[src/rtl/multicycle_ctrl_seq_pkg.sv]
// Shared encodings for the DaVinci multi-cycle control sequencer.
// States, opcodes, ALU codes and control-field enums.
package multicycle_ctrl_seq_pkg;

  typedef enum logic [2:0] {
    S_FETCH  = 3'd0,
    S_DECODE = 3'd1,
    S_EXE    = 3'd2,
    S_MEM    = 3'd3,
    S_WB     = 3'd4,
    S_ERROR  = 3'd5
  } state_e;

  localparam logic [5:0] OP_RTYPE = 6'h00;
  localparam logic [5:0] OP_JMP   = 6'h02;
  localparam logic [5:0] OP_JAL   = 6'h03;
  localparam logic [5:0] OP_BEQ   = 6'h04;
  localparam logic [5:0] OP_BNE   = 6'h05;
  localparam logic [5:0] OP_ADDI  = 6'h08;
  localparam logic [5:0] OP_ANDI  = 6'h0C;
  localparam logic [5:0] OP_ORI   = 6'h0D;
  localparam logic [5:0] OP_LUI   = 6'h0F;
  localparam logic [5:0] OP_PUSH  = 6'h1C;
  localparam logic [5:0] OP_POP   = 6'h1D;
  localparam logic [5:0] OP_LW    = 6'h23;
  localparam logic [5:0] OP_SW    = 6'h2B;

  localparam logic [5:0] FN_JR  = 6'h08;
  localparam logic [5:0] FN_ADD = 6'h20;
  localparam logic [5:0] FN_SUB = 6'h22;
  localparam logic [5:0] FN_AND = 6'h24;
  localparam logic [5:0] FN_OR  = 6'h25;
  localparam logic [5:0] FN_SLT = 6'h2A;

  typedef enum logic [3:0] {
    ALU_ADD = 4'd0,
    ALU_SUB = 4'd1,
    ALU_AND = 4'd2,
    ALU_OR  = 4'd3,
    ALU_SLT = 4'd4
  } alu_op_e;

  typedef enum logic [1:0] {
    PC_INC = 2'd0, PC_BR = 2'd1,
    PC_JUMP = 2'd2, PC_REG = 2'd3
  } pc_sel_e;

  typedef enum logic [1:0] {
    WB_ALU = 2'd0, WB_MEM = 2'd1,
    WB_PC1 = 2'd2, WB_LUI = 2'd3
  } wb_sel_e;

  typedef enum logic [1:0] {
    RD_RT = 2'd0, RD_RD = 2'd1,
    RD_R31 = 2'd2, RD_R0 = 2'd3
  } reg_dst_e;

  typedef enum logic [1:0] {
    AS_PC = 2'd0, AS_ALU = 2'd1, AS_SP = 2'd2
  } addr_sel_e;

  typedef enum logic [2:0] {
    MC_NONE, MC_LW, MC_SW, MC_PUSH, MC_POP
  } mem_cls_e;

  typedef enum logic [2:0] {
    BR_NONE, BR_BEQ, BR_BNE, BR_JMP, BR_JR
  } br_e;

  typedef struct packed {
    alu_op_e  alu_op;
    logic     alu_src_imm;
    logic     imm_zext;
    reg_dst_e reg_dst;
    wb_sel_e  wb_sel;
    mem_cls_e mem_cls;
    br_e      br;
    logic     reg_write;
    logic     illegal;
  } dec_t;

  function automatic logic mem_access(mem_cls_e c);
    return c != MC_NONE;
  endfunction

endpackage

[src/rtl/multicycle_ctrl_seq_if.sv]
// Instruction/data memory port between the sequencer and memory.
// READ/WRITE requests complete when MEM_READY is high.
interface multicycle_ctrl_seq_if #(
  parameter int DATA_WIDTH = 32
);
  logic [DATA_WIDTH-1:0] INSTRUCTION;
  logic                  MEM_READY;
  logic                  READ;
  logic                  WRITE;
  logic [1:0]            MEM_ADDR_SEL;

  modport master (
    output READ, WRITE, MEM_ADDR_SEL,
    input  INSTRUCTION, MEM_READY
  );

  modport slave (
    input  READ, WRITE, MEM_ADDR_SEL,
    output INSTRUCTION, MEM_READY
  );
endinterface

[src/rtl/multicycle_ctrl_seq_decode.sv]
// Combinational instruction decoder: opcode/funct to named
// control fields, memory class, branch type and illegal flag.
module ctrl_decode
  import multicycle_ctrl_seq_pkg::*;
(
  input  logic [5:0] op,
  input  logic [5:0] fn,
  output dec_t       dec
);

  always_comb begin
    dec         = '0;
    dec.alu_op  = ALU_ADD;
    dec.reg_dst = RD_RT;
    dec.wb_sel  = WB_ALU;
    dec.mem_cls = MC_NONE;
    dec.br      = BR_NONE;
    unique case (1'b1)
      op == OP_RTYPE: begin
        dec.reg_dst   = RD_RD;
        dec.reg_write = 1'b1;
        unique case (1'b1)
          fn == FN_ADD: dec.alu_op = ALU_ADD;
          fn == FN_SUB: dec.alu_op = ALU_SUB;
          fn == FN_AND: dec.alu_op = ALU_AND;
          fn == FN_OR:  dec.alu_op = ALU_OR;
          fn == FN_SLT: dec.alu_op = ALU_SLT;
          fn == FN_JR: begin
            dec.br        = BR_JR;
            dec.reg_write = 1'b0;
          end
          default: begin
            dec.illegal   = 1'b1;
            dec.reg_write = 1'b0;
          end
        endcase
      end
      op == OP_ADDI: begin
        dec.alu_src_imm = 1'b1;
        dec.reg_write   = 1'b1;
      end
      op == OP_ANDI: begin
        dec.alu_op      = ALU_AND;
        dec.alu_src_imm = 1'b1;
        dec.imm_zext    = 1'b1;
        dec.reg_write   = 1'b1;
      end
      op == OP_ORI: begin
        dec.alu_op      = ALU_OR;
        dec.alu_src_imm = 1'b1;
        dec.imm_zext    = 1'b1;
        dec.reg_write   = 1'b1;
      end
      op == OP_LUI: begin
        dec.alu_src_imm = 1'b1;
        dec.wb_sel      = WB_LUI;
        dec.reg_write   = 1'b1;
      end
      op == OP_LW: begin
        dec.alu_src_imm = 1'b1;
        dec.mem_cls     = MC_LW;
        dec.wb_sel      = WB_MEM;
        dec.reg_write   = 1'b1;
      end
      op == OP_SW: begin
        dec.alu_src_imm = 1'b1;
        dec.mem_cls     = MC_SW;
      end
      op == OP_PUSH: dec.mem_cls = MC_PUSH;
      op == OP_POP: begin
        dec.mem_cls   = MC_POP;
        dec.reg_dst   = RD_R0;
        dec.wb_sel    = WB_MEM;
        dec.reg_write = 1'b1;
      end
      op == OP_BEQ: begin
        dec.alu_op = ALU_SUB;
        dec.br     = BR_BEQ;
      end
      op == OP_BNE: begin
        dec.alu_op = ALU_SUB;
        dec.br     = BR_BNE;
      end
      op == OP_JMP: dec.br = BR_JMP;
      op == OP_JAL: begin
        dec.br        = BR_JMP;
        dec.reg_dst   = RD_R31;
        dec.wb_sel    = WB_PC1;
        dec.reg_write = 1'b1;
      end
      default: dec.illegal = 1'b1;
    endcase
  end

endmodule

[src/rtl/multicycle_ctrl_seq.sv]
// Multi-cycle FETCH/DECODE/EXE/MEM/WB control sequencer with
// memory wait states, timeout, MEM bypass and opcode trapping.
module multicycle_ctrl_seq
  import multicycle_ctrl_seq_pkg::*;
#(
  parameter int DATA_WIDTH  = 32,
  parameter int MEM_TIMEOUT = 15,
  parameter int SKIP_MEM    = 1
) (
  input  logic                  CLK,
  input  logic                  RST,
  multicycle_ctrl_seq_if.master mem,
  input  logic                  ZERO,
  output logic [2:0]            STATE,
  output logic [DATA_WIDTH-1:0] IR,
  output logic [3:0]            ALU_OP,
  output logic                  ALU_SRC_IMM,
  output logic                  IMM_ZEXT,
  output logic                  REG_WRITE,
  output logic [1:0]            REG_DST,
  output logic [1:0]            WB_SEL,
  output logic                  PC_LOAD,
  output logic [1:0]            PC_SEL,
  output logic                  SP_INC,
  output logic                  SP_DEC,
  output logic                  TRAP,
  output logic                  ERROR
);

  localparam logic [7:0] TO_LAST = 8'(MEM_TIMEOUT - 1);
  localparam bit ALL_MEM = (SKIP_MEM == 0);

  state_e                state, state_nx;
  logic [DATA_WIDTH-1:0] ir_q;
  logic [7:0]            cnt;
  logic                  fetch_en;
  logic                  req;
  dec_t                  dec;

  ctrl_decode u_dec (
    .op  (ir_q[31:26]),
    .fn  (ir_q[5:0]),
    .dec (dec)
  );

  assign req   = mem.READ | mem.WRITE;
  assign STATE = state;
  assign IR    = ir_q;
  assign ERROR = (state == S_ERROR);

  always_ff @(posedge CLK or negedge RST) begin
    if (!RST) state <= S_FETCH;
    else      state <= state_nx;
  end

  // fetch_en keeps READ low while reset is held and for one cycle after
  always_ff @(posedge CLK or negedge RST) begin
    if (!RST) begin
      ir_q     <= '0;
      cnt      <= '0;
      fetch_en <= 1'b0;
    end else begin
      fetch_en <= 1'b1;
      if (state == S_FETCH && fetch_en && mem.MEM_READY)
        ir_q <= mem.INSTRUCTION;
      if (state_nx != state)
        cnt <= '0;
      else if (req && !mem.MEM_READY)
        cnt <= cnt + 8'd1;
    end
  end

  always_comb begin
    state_nx = state;
    unique case (state)
      S_FETCH: begin
        if (fetch_en && mem.MEM_READY) state_nx = S_DECODE;
        else if (fetch_en && cnt == TO_LAST) state_nx = S_ERROR;
      end
      S_DECODE:
        state_nx = dec.illegal ? S_FETCH : S_EXE;
      S_EXE:
        state_nx = (mem_access(dec.mem_cls) || ALL_MEM) ? S_MEM : S_WB;
      S_MEM: begin
        if (!req || mem.MEM_READY) state_nx = S_WB;
        else if (cnt == TO_LAST) state_nx = S_ERROR;
      end
      S_WB:    state_nx = S_FETCH;
      S_ERROR: state_nx = S_ERROR;
      default: state_nx = S_FETCH;
    endcase
  end

  always_comb begin
    mem.READ         = 1'b0;
    mem.WRITE        = 1'b0;
    mem.MEM_ADDR_SEL = AS_PC;
    ALU_OP           = ALU_ADD;
    ALU_SRC_IMM      = 1'b0;
    IMM_ZEXT         = 1'b0;
    REG_WRITE        = 1'b0;
    REG_DST          = RD_RT;
    WB_SEL           = WB_ALU;
    PC_LOAD          = 1'b0;
    PC_SEL           = PC_INC;
    SP_INC           = 1'b0;
    SP_DEC           = 1'b0;
    TRAP             = 1'b0;
    if (state == S_EXE || state == S_MEM || state == S_WB) begin
      ALU_OP      = dec.alu_op;
      ALU_SRC_IMM = dec.alu_src_imm;
      IMM_ZEXT    = dec.imm_zext;
    end
    unique case (state)
      S_FETCH:  mem.READ = fetch_en;
      S_DECODE: TRAP = dec.illegal;
      S_EXE:    SP_INC = (dec.mem_cls == MC_POP);
      S_MEM: begin
        mem.READ  = (dec.mem_cls == MC_LW) || (dec.mem_cls == MC_POP);
        mem.WRITE = (dec.mem_cls == MC_SW) || (dec.mem_cls == MC_PUSH);
        if (dec.mem_cls == MC_LW || dec.mem_cls == MC_SW)
          mem.MEM_ADDR_SEL = AS_ALU;
        else if (dec.mem_cls == MC_PUSH || dec.mem_cls == MC_POP)
          mem.MEM_ADDR_SEL = AS_SP;
      end
      S_WB: begin
        PC_LOAD   = 1'b1;
        REG_WRITE = dec.reg_write;
        REG_DST   = dec.reg_dst;
        WB_SEL    = dec.wb_sel;
        SP_DEC    = (dec.mem_cls == MC_PUSH);
        unique case (dec.br)
          BR_BEQ:  PC_SEL = ZERO ? PC_BR : PC_INC;
          BR_BNE:  PC_SEL = ZERO ? PC_INC : PC_BR;
          BR_JMP:  PC_SEL = PC_JUMP;
          BR_JR:   PC_SEL = PC_REG;
          default: PC_SEL = PC_INC;
        endcase
      end
      default: ;
    endcase
  end

endmodule

[src/flat_wrapper.sv]
// flat-port wrapper written by rule: the top's interface ports become plain ports
module multicycle_ctrl_seq_flat import multicycle_ctrl_seq_pkg::*;
#(
  parameter int DATA_WIDTH  = 32,
  parameter int MEM_TIMEOUT = 15,
  parameter int SKIP_MEM    = 1
)
  (CLK, RST, ZERO, STATE, IR, ALU_OP, ALU_SRC_IMM, IMM_ZEXT, REG_WRITE, REG_DST, WB_SEL, PC_LOAD, PC_SEL, SP_INC, SP_DEC, TRAP, ERROR, mem_READ, mem_WRITE, mem_MEM_ADDR_SEL, mem_INSTRUCTION, mem_MEM_READY);
  multicycle_ctrl_seq_if #(.DATA_WIDTH(DATA_WIDTH)) mem_i ();
  input  logic CLK;
  input  logic RST;
  input  logic ZERO;
  output logic [2:0] STATE;
  output logic [DATA_WIDTH-1:0] IR;
  output logic [3:0] ALU_OP;
  output logic ALU_SRC_IMM;
  output logic IMM_ZEXT;
  output logic REG_WRITE;
  output logic [1:0] REG_DST;
  output logic [1:0] WB_SEL;
  output logic PC_LOAD;
  output logic [1:0] PC_SEL;
  output logic SP_INC;
  output logic SP_DEC;
  output logic TRAP;
  output logic ERROR;
  output wire logic [$bits(mem_i.READ)-1:0] mem_READ;
  output wire logic [$bits(mem_i.WRITE)-1:0] mem_WRITE;
  output wire logic [$bits(mem_i.MEM_ADDR_SEL)-1:0] mem_MEM_ADDR_SEL;
  input wire logic [$bits(mem_i.INSTRUCTION)-1:0] mem_INSTRUCTION;
  input wire logic [$bits(mem_i.MEM_READY)-1:0] mem_MEM_READY;
  assign mem_READ = mem_i.READ;
  assign mem_WRITE = mem_i.WRITE;
  assign mem_MEM_ADDR_SEL = mem_i.MEM_ADDR_SEL;
  assign mem_i.INSTRUCTION = mem_INSTRUCTION;
  assign mem_i.MEM_READY = mem_MEM_READY;
  multicycle_ctrl_seq #(.DATA_WIDTH(DATA_WIDTH), .MEM_TIMEOUT(MEM_TIMEOUT), .SKIP_MEM(SKIP_MEM)) u_core (.CLK(CLK), .RST(RST), .mem(mem_i), .ZERO(ZERO), .STATE(STATE), .IR(IR), .ALU_OP(ALU_OP), .ALU_SRC_IMM(ALU_SRC_IMM), .IMM_ZEXT(IMM_ZEXT), .REG_WRITE(REG_WRITE), .REG_DST(REG_DST), .WB_SEL(WB_SEL), .PC_LOAD(PC_LOAD), .PC_SEL(PC_SEL), .SP_INC(SP_INC), .SP_DEC(SP_DEC), .TRAP(TRAP), .ERROR(ERROR));
endmodule
[config.mk]
export PLATFORM = sky130hd
export DESIGN_NAME = multicycle_ctrl_seq_flat
export DESIGN_NICKNAME = d
export VERILOG_FILES = /design/src/rtl/multicycle_ctrl_seq_pkg.sv /design/src/rtl/multicycle_ctrl_seq_if.sv /design/src/rtl/multicycle_ctrl_seq_decode.sv /design/src/rtl/multicycle_ctrl_seq.sv /design/src/flat_wrapper.sv
export SDC_FILE = /design/constraint.sdc
export NUM_CORES = 1
export LEC_CHECK = 0
export ABC_AREA = 1
export CAP_MARGIN = 10
export CORE_MARGIN = 2
export CORE_UTILIZATION = 50
export DETAILED_ROUTE_END_ITERATION = 7
export DONT_BUFFER_PORTS = 1
export PLACE_DENSITY = 0.65
export SYNTH_ARGS = -nofsm -noshare
export SYNTH_HDL_FRONTEND = slang
export SYNTH_SLANG_ARGS = --single-unit
[constraint.sdc]
create_clock -name CLK -period 2.8 [get_ports CLK]
set_clock_uncertainty 0.15 [all_clocks]
set_input_delay 0.84 -clock CLK [delete_from_list [all_inputs] [get_ports CLK]]
set_output_delay 0.84 -clock CLK [all_outputs]
set_load 0.01 [all_outputs]
==> qor.yml <==
outcome:
  run_status: "finished, final reports clean"
final_layout:
  n_antenna_cell: 0
  final_common_cell: "nor2_1"
  syn_to_final_growth_pct: 9.632
  final_layout_size_suffix_gt1_frac: 0.2438
  final_cell_mix: "nor2_1, dfrtp_1, inv_1"
  fin_nets: 320
detailed_routing:
  drt-pass1-iter-count: 4
  vias_per_cell: 5.448
  wirelength_mm: 5.161
  vias: 1836
  ant_nets: 0
  drtIter0Drc: 109
  drc: 0
  post_drt_wl_per_cell_um: 15.31
synth:
  synth_cell_types: 29
  syn_inst: 275
  synth_fp_nets: 313
  avgSynthCellArea_sq_um: 8.645
  ys_seq_area_frac: 0.4632
  synth-seq-cells: 44
  yosysWarningCount: 0
  synthesis.area_sq_um: 2377
power:
  clkPwrFrac: 0.153
  cellInternalPower_mw: 1.439
  sequentialPowerShare: 0.498
  peakVddDrop_mv: 0.5306
  powerDensity_nw_per_um2: 996.6
  leakage_nw: 1.181
  switching_share: 0.4459
  finalPower_mw: 2.597
  p_sw_mw: 1.158
  combPwrFrac: 0.350
global_routing:
  antenna_found_initial: 0
  grt_first_pass_wirelength_mm: 7.852
  grt_max_degree: 45
  grt_pass1_vias: 1706
  grt.total_usage: 0.1941
  overflow: 0
timing:
  hold_violations: 0
  period_share: 0.9900
  rsz0062_at_grt: "true"
  min_period_ps: 2772
  fin_tns_setup_ps: 0
  slew_viol_final: 0
  max_clock_freq_ghz: 0.3607
  hold_ws_ps: 76.43
  setup_viol_count_final: 0
floorplanning:
  start_util: 0.5101
  fp.coreArea_sq_um: 4661
  die_h_um: 72.96
  io_pins: 93
  std_cell_rows: 25
  dieArea_sq_um: 5322
  dieWidth_um: 72.96
placed_design:
  io_buffers: 0
  dp_hpwl_mm: 3.765
  gp_routability_congestion: 0.8285
worst_setup_path:
  r2r-end: "u_core.cnt[7]$_DFFE_PN0P_"
  critPathMaxFanout: 8
  reg2reg_depth: 12
  worst_path_most_repeated_cell: "nand2_1"
  worstSetupPathType: "reg -> out"
  crit_start: "u_core.IR[30]$_DFFE_PN0P_"
  rrSetupSlack_ps: 700
  crit_slowest_cell: "dfrtp_2"
  cp-start-kind: "flop"
  worst_ep_arrival_time_ps: 1780
  setup.worst_path.end: "REG_WRITE"
  critical_path_required_ps: 1810
  cp_cell_sequence: "nor2_4 > nand2_1 > nor3_4 > buf_4 > nand2_1 > a21oi_1"
  worstSetupEndpointType: "primary output"
  r2r_start: "u_core.cnt[0]$_DFFE_PN0P_"
  cp_slowest_stage_delay_ps: 470
clock_network:
  cts_tree: "done"
  insertion_delay_ps: 290
  clock_sinks: 44
  clk_pin_slew_worst_paths_ps: 90
  hold_buffers: 0
  cts_buffers: 5
  clock_path_buffers: 2
  htreeDepth: 2
  clock-root-buffer: "clkbuf_8"
job:
  drv_cap: 0
min_path:
  hp-class: "in -> async"
state kept, by name, summed over array words and instances, names as in the netlist:
name             cells
u_core.IR           32
u_core.cnt           8
u_core.STATE         3
u_core.fetch_en      1
Yosys cell counts:
cell type | number | area [sq um]
inv_1 | 36 | 135.1
mux2_2 | 23 | 259.0
xor2_1 | 2 | 17.52
nor3_1 | 5 | 25.02
ha_1 | 2 | 25.02
clkbuf_1 | 2 | 7.510
nor3_2 | 3 | 30.03
xnor2_1 | 2 | 17.52
conb_1 | 2 | 7.510
inv_2 | 3 | 11.26
nand4_1 | 8 | 50.05
a21oi_1 | 16 | 80.08
buf_2 | 2 | 10.01
a21oi_4 | 1 | 16.27
nand3_4 | 2 | 35.03
o21ai_0 | 7 | 35.03
nor2_1 | 45 | 168.9
nand2_1 | 33 | 123.9
nand3_2 | 1 | 10.01
o22ai_1 | 2 | 12.51
dfrtp_1 | 44 | 1101
o211ai_1 | 2 | 15.01
nand3_1 | 18 | 90.09
nand2_2 | 6 | 37.54
nor4_1 | 2 | 12.51
nor2_4 | 1 | 11.26
or2_1 | 1 | 6.260
nor2_2 | 3 | 18.77
buf_4 | 1 | 7.510
per-layer routing:
| metal | global-route usage | vias up | routed length (um) |
|---|---|---|---|
| li1 | - | 904 | - |
| met1 | 0.2401 | 836 | 2244 |
| met2 | 0.3121 | 92 | 2371 |
| met3 | 0.07735 | 4 | 503 |
| met4 | 0.06173 | 0 | 42 |
| met5 | 0 | - | 0 |
worst max-delay path, delay by kind of cell (launching register included):
family | cells | cell delay (ps)
flip-flops | 1 | 470
AND/OR/NAND/NOR | 4 | 610
AO/OA/AOI/OAI | 1 | 270
buffers and inverters | 1 | 150
worst min-delay path by stage:
stage | to | cells after the start | slack (ps) | start
after global placement | u_core.STATE[1]$_DFF_PN0_ | 0 | 400 | RST
after floorplan | u_core.IR[0]$_DFFE_PN0P_ | 0 | 390 | RST
final | u_core.STATE[1]$_DFF_PN0_ | 0 | 80 | RST
after CTS | u_core.cnt[3]$_DFFE_PN0P_ | 0 | 60 | RST
after detailed placement | u_core.IR[2]$_DFFE_PN0P_ | 0 | 400 | RST
after global routing | u_core.IR[19]$_DFFE_PN0P_ | 0 | 50 | RST
through the flow:
| stage | std cells | area (sq um) | util | setup WS [ps] |
|---|---|---|---|---|
| after floorplan | 275 | 2377 | - | 408.3 |
| after global placement | 328 | 2450 | 0.5256 | 293.1 |
| after detailed placement | 328 | 2450 | 0.5256 | 209.9 |
| after CTS | 336 | 2552 | 0.5477 | 6.859 |
| after global routing | 337 | 2606 | 0.5592 | -53.72 |
| final | 337 | 2606 | 0.5592 | 27.93 |
kinds of logic after synthesis:
logic type                 after synthesis  share of synthesized area
AOI/OAI and AO/OA                       28                    0.06684
xor gates and xnor gates                 4                    0.01474
adders and majority gates                2                    0.01052
buffers and inverters                   44                    0.07211
DFF                                     44                     0.4632
muxes                                   23                     0.1089
other                                    2                   0.003159
and+or+nand+nor                        128                     0.2605
final cells by class:
cell class	count	area, sq um
Clock buffer	6	72.57
Clock inverter	2	16.27
Fill cell	444	2054
Inverter	39	148.9
Multi-Input combinational cell	187	1156
Sequential cell	44	1107
Tap cell	54	67.56
Timing Repair Buffer	5	37.54
power groups by stage:
stage,logic [mW],clock network [mW],registers [mW]
3_3_place_gp,0.845,0,1.27
3_5_place_dp,0.868,0,1.27
5_1_grt,1.01,0.434,1.33
6_report,0.908,0.397,1.29
4_1_cts,0.871,0.412,1.27
2_1_floorplan,0.690,0,1.21
timing repair:
action                                 CTS  global route
gates cloned                             0             0
pin swaps                                0             7
resized for setup                        3            15
setup endpoints to repair                6             7
setup buffers                            0             1
endpoints found under the hold margin    0             0
Power figures use the tool's default switching activity.
==> edit 1 (config.mk and constraints unchanged) <==
`DATA_WIDTH` is set to 32 in 3 places; all go to 48.
--- a/src/rtl/multicycle_ctrl_seq_if.sv
+++ b/src/rtl/multicycle_ctrl_seq_if.sv
@@ -1,7 +1,7 @@
 // Instruction/data memory port between the sequencer and memory.
 // READ/WRITE requests complete when MEM_READY is high.
 interface multicycle_ctrl_seq_if #(
-  parameter int DATA_WIDTH = 32
+  parameter int DATA_WIDTH = 48
 );
   logic [DATA_WIDTH-1:0] INSTRUCTION;
   logic                  MEM_READY;
--- a/src/rtl/multicycle_ctrl_seq.sv
+++ b/src/rtl/multicycle_ctrl_seq.sv
@@ -3,7 +3,7 @@
 module multicycle_ctrl_seq
   import multicycle_ctrl_seq_pkg::*;
 #(
-  parameter int DATA_WIDTH  = 32,
+  parameter int DATA_WIDTH  = 48,
   parameter int MEM_TIMEOUT = 15,
   parameter int SKIP_MEM    = 1
 ) (
--- a/src/flat_wrapper.sv
+++ b/src/flat_wrapper.sv
@@ -1,7 +1,7 @@
 // flat-port wrapper written by rule: the top's interface ports become plain ports
 module multicycle_ctrl_seq_flat import multicycle_ctrl_seq_pkg::*;
 #(
-  parameter int DATA_WIDTH  = 32,
+  parameter int DATA_WIDTH  = 48,
   parameter int MEM_TIMEOUT = 15,
   parameter int SKIP_MEM    = 1
 )
Ports: changed (resized IR and mem_INSTRUCTION); port bits go from 93 to 125. No check against the original RTL was run, so the function may have changed too.
==> edit 1 against the unedited design <==
Worst setup slack improved by 0.027 ns. Routed wire length rose by 23%. Sequential cell count rose by 16. Power rose by 41%. Area after synthesis rose by 26%. Hold slack got worse by 0.020 ns. Cell count rose by 19%. Cell area rose by 30%. Critical path depth rose by 1.
==> edit 1: results (changes against the unedited design) <==
stage	metric	value	unit	change
outcome	status	finished, final reports clean		unchanged
global_routing	grt_pass1_vias	2028		was 1706
pwr	combPwrFrac	0.295		was 0.350
critical_path	crit_path_end	TRAP		was REG_WRITE
critical_path	r2r-start	u_core.STATE[0]		was u_core.cnt[0]
layout	nFillCells	545		was 444
yosys	syn_nets	362		was 313
pwr	clkPwrFrac	0.216		was 0.153
layout	largest_register_ffs	48		was 32
detailed_routing	dr_wl_met2	2858	microns	was 2371 microns
timing	fin_ws	0.05540	ns	was 0.02793 ns
placed_design	dp_cells	382		was 328
critical_path	arrival	1.75	ns	was 1.78 ns
pwr	internal-power	2.206	mW	was 1.439 mW
pwr	leakagePower	1.531	nW	was 1.181 nW
placed_design	place_hpwl	4590	microns	was 3765 microns
global_routing	met2_usage	0.2910		was 0.3121
yosys	synth.distinct_cells	32		was 29
clock_tree	cts.clk_slew.worst_paths	0.07	ns	was 0.09 ns
detailed_routing	viasPerCell	5.378		was 5.448
critical_path	rr_worst_depth	6		was 12
yosys	synth_compound_area_frac	0.05446		was 0.06684
pwr	cellPowerDensity	1079	mW/mm^2	was 996.6 mW/mm^2
placed_design	gp_congestion	0.8740		was 0.8285
yosys	synth.avg_cell_area	9.697	sq um	was 8.645 sq um
critical_path	worstPathMaxFanout	6		was 8
yosys	synth_fa_ha_area_frac	0.008379		was 0.01053
detailed_routing	wl_met3	704	microns	was 503 microns
yosys	seq_area_frac_synth	0.5027		was 0.4632
global_routing	grt_max_degree	61		was 45
-- edit 1: worst min-delay path by stage --
stage | end | slack, ns | startpoint
final | u_core.IR[14] | 0.06 | RST
after global routing | u_core.IR[3] | 0.02 | RST
after CTS | u_core.IR[41] | 0.04 | RST
after global placement | u_core.IR[47] | 0.40 | RST
after floorplan | u_core.cnt[4] | 0.37 | u_core.cnt[4]
after detailed placement | u_core.IR[47] | 0.40 | RST
-- edit 1: timing repair --
action                                  CTS  global route
endpoints found under the hold margin     0             0
endpoints found under the setup margin    5            11
resized for setup                         4            25
pin swaps                                 1             6
setup buffers                             1             1
-- edit 1: area by class of cell --
type | count | share of cell area
Sequential cell | 60 | 0.4452
Tap cell | 75 | 0.02767
Timing Repair Buffer | 8 | 0.02139
Inverter | 42 | 0.04722
Clock inverter | 4 | 0.01402
Multi-Input combinational cell | 199 | 0.3987
Clock buffer | 12 | 0.04574
==> edit 2 (config.mk and constraints unchanged) <==
Made on the original files. Register the output `ERROR`, with the module's reset; this adds one clock of latency there. The other outputs are not delayed to match.
--- a/src/rtl/multicycle_ctrl_seq.sv
+++ b/src/rtl/multicycle_ctrl_seq.sv
@@ -46,7 +46,13 @@
   assign req   = mem.READ | mem.WRITE;
   assign STATE = state;
   assign IR    = ir_q;
-  assign ERROR = (state == S_ERROR);
+  always_ff @(posedge CLK or negedge RST) begin
+    if (!RST) begin
+      ERROR <= '0;
+    end else begin
+      ERROR <= (state == S_ERROR);
+    end
+  end
 
   always_ff @(posedge CLK or negedge RST) begin
     if (!RST) state <= S_FETCH;
Check against the original RTL: same outputs for any inputs over 10 cycles, from zero or initial values and one cycle with RST low; that may be too few to reach the edited logic, so the function may still have changed.
==> edit 2 against the unedited design <==
The flow now finishes with violations (setup timing). Worst setup slack worse by 0.030 ns. Cell area up 8.8%. Sequential cell count up 1. Combinational power up 10%. Area after synthesis up 3.9%. First-iteration DRC count down 19%. Synthesized cell count up 2.9%. Power up 3.5%. Critical path depth up 3. Routed wire length up 4.8%. Register-to-register slack better by 0.03 ns. Cell count up 8.6%. Largest cell class unchanged. Largest power group unchanged.
==> edit 2: results (changes against the unedited design) <==
stage	metric	value	unit	change
pwr	ir_worst_vdd	0.0005272	V	was 0.0005306 V
global_routing	met2_usage	0.3135		was 0.3121
global_routing	use_met1	0.2674		was 0.2401
yosys	synthTopCellsByCount	dfrtp_1 (45), nor2_1 (45), nand2_1 (39)		was nor2_1 (45), dfrtp_1 (44), inv_1 (36)
yosys	syn_nets	321		was 313
outcome	status	complete, but fails checks		was finished, final reports clean
detailed_routing	drt-pass1-iter-count	5		was 4
timing	setup_viol	1		was 0
yosys	synthTopCellsByArea	dfrtp_1 (46%), mux2_2 (9.6%), nor2_1 (6.8%)		was dfrtp_1 (46%), mux2_2 (11%), nor2_1 (7.1%)
layout	fin_nets	336		was 320
global_routing	grt_first_pass_wirelength	8507	microns	was 7852 microns
global_routing	antenna_found_initial	0		unchanged
timing	fin_ws	-0.002528	ns	was 0.02793 ns
detailed_routing	drt-total-wl	5407	microns	was 5161 microns
global_routing	grt_max_degree	46		was 45
detailed_routing	drt_iter0_drc	88		was 109
timing	setup_tns	-0.002528	ns	was 0 ns
outcome	violations	setup timing		
global_routing	grt_usage	0.2034		was 0.1941
critical_path	max_stage_delay	0.46	ns	
critical_path	arrival	1.81	ns	was 1.78 ns
global_routing	met3_usage	0.06233		was 0.07735
detailed_routing	vias	1934		was 1836
layout	num_antenna_cells	0		unchanged
yosys	seq_area_frac_synth	0.4559		was 0.4632
placed_design	post-place-ws	0.1437	ns	was 0.2099 ns
critical_path	worstPathMaxFanout	4		was 8
yosys	async_flop_share	1.000		unchanged
yosys	synth.distinct_cells	39		was 29
layout	drive_gt1_frac	0.3344		was 0.2438
pwr	leakagePower	1.366	nW	was 1.181 nW
placed_design	gp_congestion	0.8786		was 0.8285
## edit 2: routing by layer
metal  share of wire  up-vias
met3            0.10       10
met1            0.42      882
li1                -      952
met2            0.47       90
met5               0        -
met4           0.015        0
## edit 2: cell type report
cell class	instances	area, sq um
flip-flops and latches	45	1134
clock buffers	6	82.58
repair buffers	13	105.1
clock inverters	2	17.52
inverters	37	141.4
fillers	451	1919
multi-input cells	196	1271
well taps	67	83.83
## edit 2: worst max-delay path, delay by kind of cell (launching register included)
family	cells	cell delay [ns]
simple gates	6	0.65
flops	1	0.46
buf+inv	2	0.33
compound gates	1	0.08
## edit 2: logic make-up (layout without fill, tap and decap cells)
logic type / Yosys count / count (layout) / share of synthesized area
AND/OR/NAND/NOR: 135 / 135 / 0.2761
XOR/XNOR: 5 / 5 / 0.01773
adder cells (fa/ha/maj): 2 / 2 / 0.01013
other: 2 / 2 / 0.003041
AO/OA/AOI/OAI: 31 / 31 / 0.07396
flip-flops: 45 / 45 / 0.4559
buffers and inverters: 42 / 58 / 0.06737
multiplexers: 21 / 21 / 0.09575
## edit 2: path summary, 6_finish.rpt
path | slack (ns) | endpoint | startpoint | cells after the start
setup / recovery | -0.003 | TRAP | u_core.IR[27] | 9
hold / removal | 0.08 | u_core.IR[8] | RST | 0
setup reg to reg | 0.73 | u_core.cnt[5] | u_core.IR[29] | 12
hold reg to reg | 0.40 | u_core.cnt[7] | u_core.cnt[7] | 2
max in group asynchronous | 2.33 | u_core.cnt[1] | RST | 0
min in group CLK | 0.40 | u_core.cnt[7] | u_core.cnt[7] | 2
## edit 2: what timing repair did
action	4_1_cts	5_1_grt
pin swaps	4	4
hold endpoints to repair	0	0
cloned	0	0
buffers inserted	3	1
endpoints found under the setup margin	2	8
resized for setup	17	21
hold buffers	0	0
## edit 2: report_power, final
group          internal [mW]  switching (mW)  total [mW]
clock network          0.205           0.223       0.428
logic                  0.394           0.605       0.999
registers              0.910           0.352        1.26
total                   1.51            1.18        2.69
## edit 2: metrics by stage
stage / util / area (sq um) / instances
2_1_floorplan: - / 2470 / 283
3_3_place_gp: 0.5458 / 2595 / 354
3_5_place_dp: 0.5458 / 2595 / 354
4_1_cts: 0.5808 / 2761 / 365
5_1_grt: 0.5963 / 2835 / 366
6_report: 0.5963 / 2835 / 366
